<file path="src/rtl/vca_mixer.sv">
// Multi-voice envelope scaler and mixer: one voice per cycle through a shared
// multiplier, summed, scaled by master volume and saturated to OUT_W bits.
module vca_mixer #(
    parameter int NUM_VOICES = 3,
    parameter int WAVE_W     = 12,
    parameter int ENV_W      = 8,
    parameter int VOL_W      = 4,
    parameter int OUT_W      = 16
) (
    input  logic                         clk,
    input  logic                         rst_n,
    input  logic                         sample_stb,
    input  logic [NUM_VOICES*WAVE_W-1:0] wave_in,
    input  logic [NUM_VOICES*ENV_W-1:0]  env_in,
    input  logic [NUM_VOICES-1:0]        voice_en,
    input  logic [VOL_W-1:0]             master_vol,
    output logic [OUT_W-1:0]             mix_out,
    output logic                         mix_valid,
    output logic                         busy,
    output logic                         overrun
);
    // state | meaning
    // IDLE  | waiting for sample_stb; inputs snapshotted on the strobe
    // SCALE | one voice per cycle: wave*env >> ENV_W added to acc if enabled
    // VOL   | acc * master_vol, saturate, publish mix_out with mix_valid

    localparam int ACC_W  = WAVE_W + $clog2(NUM_VOICES + 1);
    localparam int PROD_W = WAVE_W + ENV_W;
    localparam int P_W    = ACC_W + VOL_W;
    localparam int CMP_W  = ((P_W > OUT_W) ? P_W : OUT_W) + 1;
    localparam int CH_W   = (NUM_VOICES > 1) ? $clog2(NUM_VOICES) : 1;
    localparam logic [CH_W-1:0]  LAST_CH = CH_W'(NUM_VOICES - 1);
    localparam logic [CMP_W-1:0] MAX_OUT = {{(CMP_W - OUT_W){1'b0}}, {OUT_W{1'b1}}};

    typedef enum logic [1:0] {IDLE, SCALE, VOL} state_t;

    state_t                         state;
    logic [NUM_VOICES*WAVE_W-1:0]   wave_r;
    logic [NUM_VOICES*ENV_W-1:0]    env_r;
    logic [NUM_VOICES-1:0]          en_r;
    logic [VOL_W-1:0]               vol_r;
    logic [ACC_W-1:0]               acc;
    logic [CH_W-1:0]                ch;

    logic [WAVE_W-1:0]              wave_sel;
    logic [ENV_W-1:0]               env_sel;
    logic                           en_sel;
    logic [PROD_W-1:0]              prod;
    logic [WAVE_W-1:0]              scaled;
    logic [P_W-1:0]                 p;
    logic [CMP_W-1:0]               p_ext;
    logic                           sat;

    // Compare-based mux keeps the select legal for non-power-of-two voice counts.
    always_comb begin
        wave_sel = '0;
        env_sel  = '0;
        en_sel   = 1'b0;
        for (int i = 0; i < NUM_VOICES; i++) begin
            if (ch == CH_W'(i)) begin
                wave_sel = wave_r[i*WAVE_W +: WAVE_W];
                env_sel  = env_r[i*ENV_W +: ENV_W];
                en_sel   = en_r[i];
            end
        end
    end

    assign prod   = PROD_W'(wave_sel) * PROD_W'(env_sel);
    assign scaled = prod[ENV_W +: WAVE_W];
    assign p      = P_W'(acc) * P_W'(vol_r);
    assign p_ext  = CMP_W'(p);
    assign sat    = (p_ext > MAX_OUT);

    always_ff @(posedge clk) begin
        if (!rst_n) begin
            state     <= IDLE;
            wave_r    <= '0;
            env_r     <= '0;
            en_r      <= '0;
            vol_r     <= '0;
            acc       <= '0;
            ch        <= '0;
            mix_out   <= '0;
            mix_valid <= 1'b0;
            busy      <= 1'b0;
            overrun   <= 1'b0;
        end else begin
            mix_valid <= 1'b0;
            if (sample_stb && state != IDLE) begin
                overrun <= 1'b1;
            end
            case (state)
                IDLE: begin
                    if (sample_stb) begin
                        wave_r <= wave_in;
                        env_r  <= env_in;
                        en_r   <= voice_en;
                        vol_r  <= master_vol;
                        acc    <= '0;
                        ch     <= '0;
                        busy   <= 1'b1;
                        state  <= SCALE;
                    end
                end
                SCALE: begin
                    if (en_sel) begin
                        acc <= acc + ACC_W'(scaled);
                    end
                    if (ch == LAST_CH) begin
                        state <= VOL;
                    end else begin
                        ch <= ch + 1'b1;
                    end
                end
                VOL: begin
                    mix_out   <= sat ? {OUT_W{1'b1}} : p_ext[OUT_W-1:0];
                    mix_valid <= 1'b1;
                    busy      <= 1'b0;
                    state     <= IDLE;
                end
                default: begin
                    busy  <= 1'b0;
                    state <= IDLE;
                end
            endcase
        end
    end
endmodule

</file>
<file path="config.mk">
export PLATFORM = sky130hd
export DESIGN_NAME = vca_mixer
export DESIGN_NICKNAME = d
export VERILOG_FILES = /design/src/rtl/vca_mixer.sv
export SDC_FILE = /design/constraint.sdc
export NUM_CORES = 1
export LEC_CHECK = 0
export ABC_CLOCK_PERIOD_IN_PS = 7270
export BUFFER_PORTS_ARGS = -buffer_cell sky130_fd_sc_hd__buf_2
export CAP_MARGIN = 20
export CORE_ASPECT_RATIO = 0.6
export CORE_MARGIN = 1
export CORE_UTILIZATION = 40
export CTS_CLUSTER_SIZE = 25
export DETAILED_ROUTE_END_ITERATION = 8
export GPL_TIMING_DRIVEN = 0
export MAX_ROUTING_LAYER = met4
export PLACE_DENSITY = 0.64
export SYNTH_ARGS = -nofsm -noshare
export SYNTH_HDL_FRONTEND = slang
export SYNTH_SLANG_ARGS = --single-unit
</file>
<file path="constraint.sdc">
create_clock -name clk -period 7.27 [get_ports clk]
set_clock_uncertainty 0.15 [all_clocks]
set_input_delay 0 -clock clk [delete_from_list [all_inputs] [get_ports clk]]
set_output_delay 0 -clock clk [all_outputs]
set_load 0.01 [all_outputs]
</file>
==> results of run 1 <==
through the flow:
stage	instances	setup TNS, ns
floorplan	1150	0
global placement	1546	-12.15
detailed placement	1546	-14.13
CTS	1654	0
global route	1681	-0.0226
finish	1681	0
flip-flops by register name (all words and copies together) (netlist names):
name and flops:
en_r 3, vol_r 4, busy 1, acc 14
env_r 24, ch 2, mix_valid 1, wave_r 36
state 2, overrun 1, mix_out 16
area by class of cell:
type,instances,share of cell area
Buffer,53,0.0293
Clock buffer,9,0.0187
Clock inverter,7,0.00850
Inverter,110,0.0344
Multi-Input combinational cell,881,0.573
Sequential cell,104,0.173
Tap cell,308,0.0319
Timing Repair Buffer,209,0.131
cell families after synthesis:
| group | Yosys count |
|---|---|
| buffers and inverters | 165 |
| XOR/XNOR | 27 |
| AND/OR/NAND/NOR | 451 |
| multiplexers | 2 |
| adder cells (fa/ha/maj) | 159 |
| flip-flops | 104 |
| AO/OA/AOI/OAI | 242 |
power groups by stage:
stage,Clock [uW],Combinational [uW],Sequential [uW]
detailed placement,0,280,627
CTS,542,340,616
finish,537,392,617
floorplan,0,188,621
global route,564,428,621
global placement,0,277,626
routing by layer:
layer  part of all wire  GRT usage  wire length [um]
met4              0.011     0.0533               306
met5                  0          -                 0
met3              0.079     0.0467              2150
met1               0.50      0.352             13600
met2               0.41      0.328             11100
worst min-delay path by stage:
stage	from	endpoint	slack, ns	cells after the start
after floorplan	wave_in[10]	wave_r[10]$_SDFFE_PN0P_	-0.005	2
after global placement	wave_in[5]	wave_r[5]$_SDFFE_PN0P_	0.11	3
after detailed placement	wave_in[27]	wave_r[27]$_SDFFE_PN0P_	0.11	3
after CTS	wave_in[8]	wave_r[8]$_SDFFE_PN0P_	0.26	4
after global routing	wave_in[8]	wave_r[8]$_SDFFE_PN0P_	0.27	4
final	wave_in[8]	wave_r[8]$_SDFFE_PN0P_	0.27	4
worst reg2reg max path, delay by kind of cell (launching register included):
family,cells,cell delay (ns)
fa+ha+maj,7,2.79
flops,1,0.37
xor+xnor,2,0.32
buf+inv,7,0.79
compound gates,12,2.15
simple gates,4,0.37
placed cells by master (no fill, tap or decap), drive strengths merged, types with 18 or more instances in the layout:
| cell type | count |
|---|---|
| nor2 | 130 |
| a21oi | 61 |
| inv | 114 |
| nand2 | 221 |
| buf | 152 |
| o21ai | 25 |
| fa | 84 |
| nor2b | 20 |
| and2 | 25 |
| xnor2 | 20 |
| clkbuf | 50 |
| a21boi | 72 |
| o21a | 18 |
| dfxtp | 104 |
| ha | 75 |
| dlygate4sd3 | 69 |
what timing repair did:
item                       CTS  global route
setup endpoints to repair   13             8
hold endpoints to repair    69             0
cloned                       0             4
pin swaps                   13            31
setup buffers               24            24
resized for setup           71            88
hold buffers                69             0
==> impl_metrics.env, run 1 <==
export IMPL_grt_pass1_wl_um=42900
export IMPL_globalplace_congestion=0.908
export IMPL_regToRegStartpoint="ch[1]$_SDFFE_PN0P_"
export IMPL_r2r_end="acc[12]$_SDFFE_PN0P_"
export IMPL_p_int_uw=1020
export IMPL_synth_area_mux_share=0.00217
export IMPL_clk_path_buf_depth=2
export IMPL_synth_area_leaders="dfxtp_1 (23%), fa_1 (18%), ha_1 (10%)"
export IMPL_synth_compound_area_frac=0.185
export IMPL_dp_hpwl_um=20000
export IMPL_start_kind="register"
export IMPL_cts_buffers=9
export IMPL_clkTransAtPathRegs_ns=0.09
export IMPL_critPathMaxFanout=10
export IMPL_fin_nets=1597
export IMPL_io_pins=89
export IMPL_cp_slowest_cell="fa_1"
export IMPL_ant_nets=0
export IMPL_path_depth=32
export IMPL_seqPwrFrac=0.399
export IMPL_synth_main_ff_cell="dfxtp_1"
export IMPL_vdd_drop_max_uv=128
export IMPL_clock_latency_ns=0.37
export IMPL_dieWidth_um=198
export IMPL_track_usage=0.237
export IMPL_worstPathArrival_ns=7.15
export IMPL_drc=0
export IMPL_reg2reg_depth=32
export IMPL_regArea_mm2=0.00209
export IMPL_yosysMostFrequentCell="nand2_1"
export IMPL_synth_fp_nets=1379
export IMPL_leakagePower_uw=0.00557
export IMPL_synth_enable_flop_cells=0
export IMPL_yosys_area_share_simple=0.211
export IMPL_finalMaxSlewViolations=0
export IMPL_grt_pass1_vias=8394
export IMPL_fin_area_mm2=0.0121
export IMPL_hold_path_class="in2reg"
export IMPL_outcome="complete, no violations"
export IMPL_htree_levels=3
export IMPL_rows=42
export IMPL_p_switching_uw=522
export IMPL_finalCriticalPeriod_ns=7.02
export IMPL_setup_viol=0
export IMPL_grt_max_degree=24
export IMPL_hold_slack_ns=0.266
export IMPL_dieArea_mm2=0.0237
export IMPL_synth_xor_area_frac=0.0256
export IMPL_detail_route_iter0_violations=574
export IMPL_finalHoldViolCount=0
export IMPL_port_buffers=88
export IMPL_post_dp_cell_area_mm2=0.0101
export IMPL_syn_area_per_cell_um2=8.04
export IMPL_start_util=0.414
export IMPL_synth_top_cell_area_share=0.225
export IMPL_synth_distinct_cells=53
export IMPL_relSlewSlack=0.558
export IMPL_worst_setup_path_type="reg2reg"
export IMPL_vias=8581
export IMPL_antenna_found_initial=0
export IMPL_cts_num_sinks=104
export IMPL_n_fill_cell=2046
export IMPL_worst_pin_slew_ns=0.664
export IMPL_yosysWarnings=0
export IMPL_yosys_top_cells_count="nand2_1 (221), nor2_1 (130), inv_1 (110)"
export IMPL_pre_cts_ws_ns=-1.62
export IMPL_r2r_slack_ns=0.25
export IMPL_grt_ovfl_total=0
export IMPL_yosysSeqAreaShare=0.225
export IMPL_max_freq_mhz=142
export IMPL_synth_seq_cells=104
export IMPL_die_h_um=120
export IMPL_drive_above_1_share=0.186
export IMPL_finalWirelength_um=27200
export IMPL_first_pass_iters=5
export IMPL_synth_top_family_by_area="adder cells"
export IMPL_path_buf_inv=7
export IMPL_tritoncts="done"
export IMPL_path_common_cell="fa_1"
export IMPL_async_reset_ff_frac=0
export IMPL_netlist_instances=1150
export IMPL_switching_share=0.338
export IMPL_insertedDiodeCount=0
export IMPL_critPathCaptureType="register"
export IMPL_p_per_area_mw_per_mm2=128
export IMPL_finalCritPeriodShare=0.966
export IMPL_multiInputGateArea_mm2=0.00692
export IMPL_critPathMaxStageDelay_ns=0.55
export IMPL_finalWorstSetupSlack_ns=0.245
export IMPL_final_core_util=0.540
export IMPL_clkPwrFrac=0.348
export IMPL_routedWlPerCell_um=16.2
export IMPL_syn2layout_area_growth_pct=30.6
export IMPL_synthAdderAreaFrac=0.284
export IMPL_critPathTopFamily="adder cells"
export IMPL_pwr_share_comb=0.253
export IMPL_synth_top_area_cell="dfxtp_1"
export IMPL_required_ns=7.39
export IMPL_coreArea_mm2=0.0223
export IMPL_via_per_inst=5.10
export IMPL_startpoint="ch[1]$_SDFFE_PN0P_"
export IMPL_drv_cap=0
export IMPL_endpoint="acc[12]$_SDFFE_PN0P_"
export IMPL_cts_root_buf="clkbuf_16"
export IMPL_power_uw=1550
export IMPL_syn_area_mm2=0.00924
No activity file was read; power rests on OpenSTA's default activity.
==> run 2: changes to the inputs <==
--- a/config.mk
+++ b/config.mk
@@ -15,7 +15,7 @@
 export DETAILED_ROUTE_END_ITERATION = 8
 export GPL_TIMING_DRIVEN = 0
 export MAX_ROUTING_LAYER = met4
-export PLACE_DENSITY = 0.64
+export PLACE_DENSITY = 0.68
 export SYNTH_ARGS = -nofsm -noshare
 export SYNTH_HDL_FRONTEND = slang
 export SYNTH_SLANG_ARGS = --single-unit
==> impl_metrics.env, run 2 (synthesis results as in run 1) <==
export IMPL_whs_endpoint="wave_r[9]$_SDFFE_PN0P_"
export IMPL_cts_buffers=9
export IMPL_largest_registers="wave_r x36, env_r x24, mix_out x16"
export IMPL_finalWirelength_um=25900
export IMPL_outcome="complete, no violations"
export IMPL_htree_levels=3
export IMPL_p_int_uw=1010
export IMPL_pwr_share_comb=0.246
export IMPL_top_usage_layer="met1"
export IMPL_dieWidth_um=198
export IMPL_start_util=0.414
export IMPL_critPathTopFamily="adder cells"
export IMPL_required_ns=7.44
export IMPL_track_usage=0.226
export IMPL_grt_pass1_wl_um=41200
export IMPL_grt_pass1_vias=8035
export IMPL_grt_max_degree=24
export IMPL_globalplace_congestion=0.926
export IMPL_relSlewSlack=0.515
export IMPL_critPathMaxStageDelay_ns=0.54
export IMPL_worstPathArrival_ns=7.35
export IMPL_critPathCaptureType="register"
export IMPL_critPathMaxFanout=10
export IMPL_cp_slowest_cell="fa_1"
export IMPL_io_pins=89
export IMPL_clkPwrFrac=0.349
export IMPL_start_kind="register"
export IMPL_rsz0062_at_grt="yes"
export IMPL_die_h_um=120
export IMPL_drc=0
export IMPL_final_common_cell="nand2_1"
export IMPL_max_freq_mhz=139
export IMPL_pre_cts_ws_ns=-1.60
export IMPL_largest_reg_flops=36
export IMPL_hold_path_class="in2reg"
export IMPL_detail_route_iter0_violations=624
export IMPL_grt_use_met2=0.310
export IMPL_hp_start="wave_in[9]"
export IMPL_cts_root_buf="clkbuf_16"
export IMPL_finalWorstSetupSlack_ns=0.0890
export IMPL_p_switching_uw=508
export IMPL_clock_latency_ns=0.37
export IMPL_p_per_area_mw_per_mm2=128
export IMPL_finalCritPeriodShare=0.988
export IMPL_rows=42
export IMPL_drive_above_1_share=0.174
export IMPL_hold_slack_ns=0.267
export IMPL_vias=8537
export IMPL_syn2layout_area_growth_pct=28.5
export IMPL_mostFrequentLayoutCells="nand2_1 (221), nor2_1 (119), inv_1 (107)"
export IMPL_regToRegStartpoint="ch[0]$_SDFFE_PN0P_"
export IMPL_coreArea_mm2=0.0223
export IMPL_worst_pin_slew_ns=0.728
export IMPL_routedWlPerCell_um=15.6
export IMPL_ant_nets=0
export IMPL_path_common_cell="fa_1"
export IMPL_cts_num_sinks=104
export IMPL_setup_viol=0
export IMPL_first_pass_iters=5
export IMPL_top_register="wave_r"
export IMPL_finalHoldViolCount=0
export IMPL_clkTransAtPathRegs_ns=0.09
export IMPL_finalCriticalPeriod_ns=7.18
export IMPL_tritoncts="done"
export IMPL_seqPwrFrac=0.406
export IMPL_vdd_drop_max_uv=113
export IMPL_worst_setup_path_type="reg2reg"
export IMPL_port_buffers=88
export IMPL_r2r_slack_ns=0.09
export IMPL_clk_path_buf_depth=2
export IMPL_dp_hpwl_um=19500
export IMPL_drv_cap=0
export IMPL_reg2reg_depth=34
export IMPL_n_fill_cell=1999
export IMPL_leakagePower_uw=0.00547
export IMPL_fin_nets=1577
export IMPL_grt_use_met1=0.345
export IMPL_switching_share=0.334
export IMPL_grt_ovfl_total=0
export IMPL_path_buf_inv=8
export IMPL_dieArea_mm2=0.0237
export IMPL_min_path_cells=4
export IMPL_r2r_end="acc[12]$_SDFFE_PN0P_"
export IMPL_met3_usage=0.0419
export IMPL_via_per_inst=5.14
export IMPL_antenna_found_initial=0
export IMPL_insertedDiodeCount=0
export IMPL_finalMaxSlewViolations=0
==> run 2: how the worst max path moves through the flow <==
stage / from / cells after the start / end / slack, ns
finish: ch[0]$_SDFFE_PN0P_ / 34 / acc[12]$_SDFFE_PN0P_ / 0.09
global route: ch[0]$_SDFFE_PN0P_ / 34 / acc[12]$_SDFFE_PN0P_ / -0.13
CTS: ch[0]$_SDFFE_PN0P_ / 31 / acc[12]$_SDFFE_PN0P_ / 0.002
detailed placement: ch[0]$_SDFFE_PN0P_ / 32 / acc[12]$_SDFFE_PN0P_ / -1.60
global placement: ch[0]$_SDFFE_PN0P_ / 32 / acc[12]$_SDFFE_PN0P_ / -1.48
floorplan: ch[0]$_SDFFE_PN0P_ / 30 / acc[12]$_SDFFE_PN0P_ / 0.1
==> run 2: power by group through the flow <==
stage	logic (uW)	clock network (uW)	registers, uW
after floorplan	188	0	621
after global placement	273	0	626
after detailed placement	278	0	627
after CTS	341	537	615
after global routing	410	559	620
final	374	530	617
==> run 2: layer usage <==
layer  wire [um]  share of wire
met1       13500           0.52
met2       10500           0.41
met3        1610          0.062
met4         259          0.010
met5           0              0
==> run 2: cell type report <==
cell class | instances | area (um2) | area share
Multi-Input combinational cell | 881 | 6920 | 0.583
Sequential cell | 104 | 2090 | 0.176
Timing Repair Buffer | 188 | 1400 | 0.118
Inverter | 110 | 415 | 0.0350
Tap cell | 308 | 385 | 0.0324
Buffer | 54 | 348 | 0.0293
Clock buffer | 9 | 225 | 0.0190
Clock inverter | 7 | 96.3 | 0.00811
==> run 2: repair_timing <==
item                                    4_1_cts  5_1_grt
endpoints found under the setup margin       14        7
resized for setup                            76       65
cloned                                        1        1
pin swaps                                    12       17
hold endpoints to repair                     69        0
setup buffers                                14       15
hold buffers                                 69        0
==> run 2: through the flow <==
step | instances | total power [uW] | TNS, ns | util | area (um2)
floorplan | 1150 | 809 | 0 | - | 9250
finish | 1661 | 1520 | 0 | 0.532 | 11900
global route | 1661 | 1590 | -0.158 | 0.532 | 11900
CTS | 1645 | 1490 | 0 | 0.516 | 11500
global placement | 1546 | 899 | -12.53 | 0.451 | 10100
detailed placement | 1546 | 904 | -14.06 | 0.451 | 10100
==> run 2: worst register-to-register path: cells and delay by family, from the launching register on <==
kind,cells,cell delay [ns]
buf+inv,8,0.95
flops,1,0.39
xor+xnor,2,0.30
fa+ha+maj,7,2.83
compound gates,12,2.11
simple gates,5,0.39
